$ cat src/rtl/fpmul_arbiter.sv
// Two-requester round-robin front end for a shared two-stage floating-point
// multiplier pipeline. flpmult is the combinational IEEE-754 single multiplier:
// round-to-nearest-even, subnormal inputs and results flushed to signed zero,
// overflow to infinity, and every invalid case returns the canonical NaN 0xFFC00000.

module flpmult #(
   parameter int Bits = 32
) (
   input  logic [Bits-1:0] iA,
   input  logic [Bits-1:0] iB,
   output logic [Bits-1:0] oZ
);
   localparam int EW   = 8;
   localparam int FW   = Bits - 1 - EW;
   localparam int BIAS = 127;

   logic [EW-1:0]     w_ea, w_eb;
   logic [FW-1:0]     w_fa, w_fb;
   logic              w_s;
   logic              w_a_nan, w_b_nan, w_a_inf, w_b_inf, w_a_zero, w_b_zero;
   logic [2*FW+1:0]   w_prod;
   logic [EW+1:0]     w_esum;
   logic [FW-1:0]     w_mant;
   logic              w_guard, w_sticky;
   logic [EW+1:0]     w_exp;
   logic [FW:0]       w_rnd;
   logic [EW+1:0]     w_exp_r;

   assign w_ea     = iA[Bits-2:FW];
   assign w_eb     = iB[Bits-2:FW];
   assign w_fa     = iA[FW-1:0];
   assign w_fb     = iB[FW-1:0];
   assign w_s      = iA[Bits-1] ^ iB[Bits-1];
   assign w_a_nan  = (w_ea == '1) && (w_fa != '0);
   assign w_b_nan  = (w_eb == '1) && (w_fb != '0);
   assign w_a_inf  = (w_ea == '1) && (w_fa == '0);
   assign w_b_inf  = (w_eb == '1) && (w_fb == '0);
   assign w_a_zero = (w_ea == '0);
   assign w_b_zero = (w_eb == '0);
   assign w_prod   = {1'b1, w_fa} * {1'b1, w_fb};
   assign w_esum   = {2'b00, w_ea} + {2'b00, w_eb} - (EW+2)'(BIAS);

   // Normalise the significand product, round to nearest even, pick special cases.
   always_comb begin
      w_mant   = '0;
      w_guard  = 1'b0;
      w_sticky = 1'b0;
      w_exp    = w_esum;
      if (w_prod[2*FW+1]) begin
         w_mant   = w_prod[2*FW:FW+1];
         w_guard  = w_prod[FW];
         w_sticky = |w_prod[FW-1:0];
         w_exp    = w_esum + (EW+2)'(1);
      end else begin
         w_mant   = w_prod[2*FW-1:FW];
         w_guard  = w_prod[FW-1];
         w_sticky = |w_prod[FW-2:0];
      end
      w_rnd   = {1'b0, w_mant} + (FW+1)'(w_guard & (w_sticky | w_mant[0]));
      // A carry out of rounding leaves the fraction at zero and bumps the exponent.
      w_exp_r = w_exp + (EW+2)'(w_rnd[FW]);
      if (w_a_nan || w_b_nan || (w_a_inf && w_b_zero) || (w_b_inf && w_a_zero))
         oZ = {1'b1, {EW{1'b1}}, 1'b1, {(FW-1){1'b0}}};
      else if (w_a_inf || w_b_inf)
         oZ = {w_s, {EW{1'b1}}, {FW{1'b0}}};
      else if (w_a_zero || w_b_zero)
         oZ = {w_s, {(Bits-1){1'b0}}};
      else if (w_exp_r[EW+1] || (w_exp_r == '0))
         oZ = {w_s, {(Bits-1){1'b0}}};
      else if (w_exp_r >= (EW+2)'((1 << EW) - 1))
         oZ = {w_s, {EW{1'b1}}, {FW{1'b0}}};
      else
         oZ = {w_s, w_exp_r[EW-1:0], w_rnd[FW-1:0]};
   end
endmodule

module fpmul_arbiter #(
   parameter int Bits = 32
) (
   input  logic            iClk,
   input  logic            iRst_n,
   input  logic            iReq0_valid,
   input  logic            iReq1_valid,
   input  logic [Bits-1:0] iA0,
   input  logic [Bits-1:0] iB0,
   input  logic [Bits-1:0] iA1,
   input  logic [Bits-1:0] iB1,
   output logic            oReq0_ready,
   output logic            oReq1_ready,
   output logic            oRes_valid,
   input  logic            iRes_ready,
   output logic [Bits-1:0] oZ,
   output logic            oRes_id,
   output logic            oBusy,
   output logic [15:0]     oCount
);
   logic            r_v1, r_v2, r_ptr, r_id1, r_id2;
   logic [Bits-1:0] r_a1, r_b1, r_z2;
   logic [15:0]     r_count;
   logic [Bits-1:0] w_z;
   logic            w_adv2, w_accept, w_grant0, w_grant1, w_take;

   flpmult #(.Bits(Bits)) u_flpmult (
      .iA (r_a1),
      .iB (r_b1),
      .oZ (w_z)
   );

   assign w_adv2      = r_v1 & (~r_v2 | iRes_ready);
   assign w_accept    = ~r_v1 | w_adv2;
   assign w_grant0    = iReq0_valid & (~iReq1_valid | ~r_ptr);
   assign w_grant1    = iReq1_valid & (~iReq0_valid |  r_ptr);
   assign oReq0_ready = w_accept & w_grant0;
   assign oReq1_ready = w_accept & w_grant1;
   assign w_take      = r_v2 & iRes_ready;
   assign oRes_valid  = r_v2;
   assign oZ          = r_z2;
   assign oRes_id     = r_id2;
   assign oBusy       = r_v1 | r_v2;
   assign oCount      = r_count;

   // Stage 1: capture the granted operand pair and rotate the priority pointer.
   always_ff @(posedge iClk or negedge iRst_n) begin
      if (!iRst_n) begin
         r_v1  <= 1'b0;
         r_a1  <= '0;
         r_b1  <= '0;
         r_id1 <= 1'b0;
         r_ptr <= 1'b0;
      end else if (oReq0_ready || oReq1_ready) begin
         r_v1  <= 1'b1;
         r_a1  <= oReq1_ready ? iA1 : iA0;
         r_b1  <= oReq1_ready ? iB1 : iB0;
         r_id1 <= oReq1_ready;
         r_ptr <= oReq0_ready;
      end else if (w_adv2) begin
         r_v1  <= 1'b0;
      end
   end

   // Stage 2: register the product; hold it while the consumer stalls.
   always_ff @(posedge iClk or negedge iRst_n) begin
      if (!iRst_n) begin
         r_v2  <= 1'b0;
         r_z2  <= '0;
         r_id2 <= 1'b0;
      end else if (w_adv2) begin
         r_v2  <= 1'b1;
         r_z2  <= w_z;
         r_id2 <= r_id1;
      end else if (w_take) begin
         r_v2  <= 1'b0;
      end
   end

   // Count delivered results, wrapping at 16 bits.
   always_ff @(posedge iClk or negedge iRst_n) begin
      if (!iRst_n)
         r_count <= '0;
      else if (w_take)
         r_count <= r_count + 16'd1;
   end
endmodule
$ cat config.mk
export PLATFORM = sky130hd
export DESIGN_NAME = fpmul_arbiter
export DESIGN_NICKNAME = d
export VERILOG_FILES = /design/src/rtl/fpmul_arbiter.sv
export SDC_FILE = /design/constraint.sdc
export NUM_CORES = 2
export LEC_CHECK = 0
export BUFFER_PORTS_ARGS = -buffer_cell sky130_fd_sc_hd__buf_4
export CORE_MARGIN = 5
export CORE_UTILIZATION = 30
export CTS_BUF_LIST = sky130_fd_sc_hd__clkbuf_8
export DETAILED_ROUTE_END_ITERATION = 8
export GPL_ROUTABILITY_DRIVEN = 1
export GPL_TIMING_DRIVEN = 1
export PLACE_DENSITY = 0.47
export SYNTH_ARGS = -nofsm -noshare
export SYNTH_HDL_FRONTEND = slang
export SYNTH_SLANG_ARGS = --single-unit
$ cat constraint.sdc
create_clock -name iClk -period 9.3 [get_ports iClk]
set_input_delay 1.395 -clock iClk [delete_from_list [all_inputs] [get_ports iClk]]
set_output_delay 1.395 -clock iClk [all_outputs]
set_load 0.05 [all_outputs]
==> key figures <==
Placed design
  – Input/output buffers: 185
  – Area post-placement: 33,500 um2
  – GPL Wtd Cong: 0.880
  – DP Wirelength: 82,100 um

Critical path
  – CP Launch Point: r_a1[9]
  – CP Capture Type: flip-flop
  – CP max stage cell: fa_1
  – Worst EP required: 9.72 ns
  – Reg2reg start: r_a1[9]
  – Setup CP Type: reg -> reg
  – Startpoint types: flip-flop
  – Critical path's most frequent cell: fa_1
  – Worst-path maximum fanout: 22
  – CP peak stage delay: 0.58 ns
  – Worst Path Arrival: 10.19 ns

Final layout
  – FF+latch area: 2960 um2
  – Fillers: 9,286
  – Area growth from synthesis to layout: 29.6%
  – Finished Cell Area: 35,200 um2
  – Multi-input logic area: 22,200 um2
  – Nets@finish: 4,559
  – Proportion of layout cells with a drive suffix above 1: 25.3%

Synth
  – Yosys cell types: 94
  – Post-synth EDFFs: 0
  – Post-synth ARST share: 100%
  – Net Count, Synth: 3,998
  – Post-Syn Area: 27,200 um2
  – Warnings from Yosys: 0
  – Post-Syn Instances: 3,195
  – Mean Syn Cell Area: 8.50 um2
  – Seq cells post-synth: 117
  – Top_reg_cell synth: dfrtp_1
  – Register area share after synthesis: 10.8%

Timing
  – Setup ws final: -0.474 ns
  – Slew @ Worst Pin: 1.05 ns
  – Final setup fails: 31
  – RSZ-0062 raised after global routing: true
  – Sum Neg Setup Slack: -12.38 ns
  – Clk_skew: 0.0154 ns
  – Final Max Slew Viols: 0
  – Max Fclk: 102 MHz
  – Crit share post-route: 105%
  – Final Hold Slack: 0.484 ns
  – Rel. slew slack: 29.7%
  – Fin. Hold Viols: 0
  – Fin crit period: 9.77 ns

Global route
  – Initial antenna violation count: 6
  – GRT Total Usage: 20.4%
  – Vias in the first global route: 24,600
  – Largest net degree at the start of global routing: 74
  – First-pass GRT wire length: 153,000 um
  – Total grt overflow: 0

Route
  – Wirelength per Cell: 19.9 um
  – Post-DRT Antenna Nets: 0
  – TritonRoute pass-1 iters: 5
  – DRC viols: 0
  – DR iter-0 viols: 1,345
  – Via/cell ratio: 4.78
  – Total routed wirelength: 98,200 um
  – Routed via count: 23,600

Die
  – Die ar.: 96,700 um2
  – Die height: 311 um
  – Row cnt: 110
  – Ports: 186
  – Die W: 311 um
  – Core Area: 90,000 um2
  – Initial Utilization: 30.2%

CTS
  – Clock transition at path regs: 0.09 ns
  – Clock latency on the worst-skew pair: 0.53 ns
  – Clk buf depth: 2
  – CTS tree: built
  – Num CTS Buffers: 17
  – Max H-tree Level: 4
  – Clock root buffer master: clkbuf_8
  – Num Clock Sinks: 117

Run
  – Max-Cap Viols: 0

Status
  – Status: finished, violations left
  – Failing checks: negative setup slack

Worst hold path
  – Worst Min Path Start: r_id1
  – Hold WC Path Type: reg -> reg
==> metal layers <==
| layer | wire (um) | global-route usage, % | part of all wire, % | vias up |
|---|---|---|---|---|
| li1 | - | - | - | 11200 |
| met1 | 46600 | 29.5 | 47 | 11900 |
| met2 | 44300 | 32.1 | 45 | 500 |
| met3 | 4560 | 3.16 | 4.6 | 104 |
| met4 | 2710 | 5.41 | 2.8 | 6 |
| met5 | 34 | 0 | 0.035 | - |
==> critical path, delay by kind of cell, from the launching register on <==
| kind | cells | cell delay [ns] |
|---|---|---|
| adders and majority gates | 9 | 4.09 |
| DFF | 1 | 0.46 |
| xor gates and xnor gates | 1 | 0.18 |
| buffers and inverters | 8 | 0.60 |
| AOI/OAI and AO/OA | 6 | 1.40 |
| and+or+nand+nor | 15 | 2.92 |
==> layout make-up <==
| cell class | count | share of cell area [%] |
|---|---|---|
| inverter | 616 | 6.57 |
| sequential | 117 | 8.41 |
| clock inverter | 14 | 0.405 |
| timing repair buffer | 705 | 16.8 |
| multi-input combinational | 2299 | 63.0 |
| tap | 1176 | 4.18 |
| clock buffer | 18 | 0.704 |
| antenna | 1 | 0.00711 |
==> state kept, by name, indices dropped and copies added, names as in the netlist <==
name	flops
r_b1	32
r_ptr	1
oCount	16
r_a1	32
r_v1	1
oRes_valid	1
oRes_id	1
oZ	32
r_id1	1
==> per-stage QoR <==
stage	cells	utilization [%]	setup slack [ns]
after floorplan	3195	-	-0.0387
after global placement	4852	37.2	-0.917
after detailed placement	4852	37.2	-0.947
after CTS	4937	38.8	-0.473
after global routing	4945	39.1	-0.866
final	4946	39.1	-0.474
==> layout by cell type (no fill, tap or decap), types with 20 or more instances in the layout <==
cell,count
inv_1,592
a21oi_1,68
nand2_1,465
nor4_1,20
a31oi_1,73
fa_2,21
fa_1,462
buf_12,41
nand3_1,28
xor2_1,29
ha_1,167
o21ai_0,38
o211ai_1,22
xnor2_1,60
buf_4,646
dfrtp_2,22
dfrtp_1,94
inv_2,21
and2_1,256
nand4_1,32
nor2_1,161
nor3_1,21
==> cells by family (layout without fill, tap and decap cells) <==
group,after synthesis,in the layout,synth area share [%]
flip-flops,117,117,10.8
AO/OA/AOI/OAI,402,402,10.6
other,0,1,0
XOR/XNOR,96,96,3.23
AND/OR/NAND/NOR,1121,1121,20.0
buffers and inverters,779,1353,10.8
multiplexers,10,10,0.387
adder cells (fa/ha/maj),670,670,44.2
==> timing repair <==
item,4_1_cts,5_1_grt
cloned,3,1
setup endpoints to repair,31,31
gates resized for setup,119,58
hold buffers,0,0
setup buffers,50,9
pin swaps,67,44
==> synthesized netlist by cell type (32+ instances only) <==
library cell  count  area share (%)
a21oi_1          79             1.5
a31oi_1          76             1.8
and2_1          262             6.0
clkbuf_1        135             1.9
dfrtp_1         117              11
fa_1            483              36
ha_1            187             8.6
inv_1           612             8.5
nand2_1         476             6.6
nand3_1          33            0.61
nand4_1          32            0.74
nor2_1          169             2.3
o21ai_0          44            0.81
xnor2_1          63             2.0
==> final timing paths <==
path                       slack [ns]         to  cells after the start
setup / recovery                -0.47     oZ[21]                     39
hold / removal                   0.48    oRes_id                      2
setup reg to reg                -0.47     oZ[21]                     39
hold reg to reg                  0.48    oRes_id                      2
max in group asynchronous        6.86   r_a1[13]                      2
min in group asynchronous        0.98  oCount[8]                      1
Power is not shown: default switching activity piles up to over one toggle a cycle in this logic, so the estimate is an artifact.
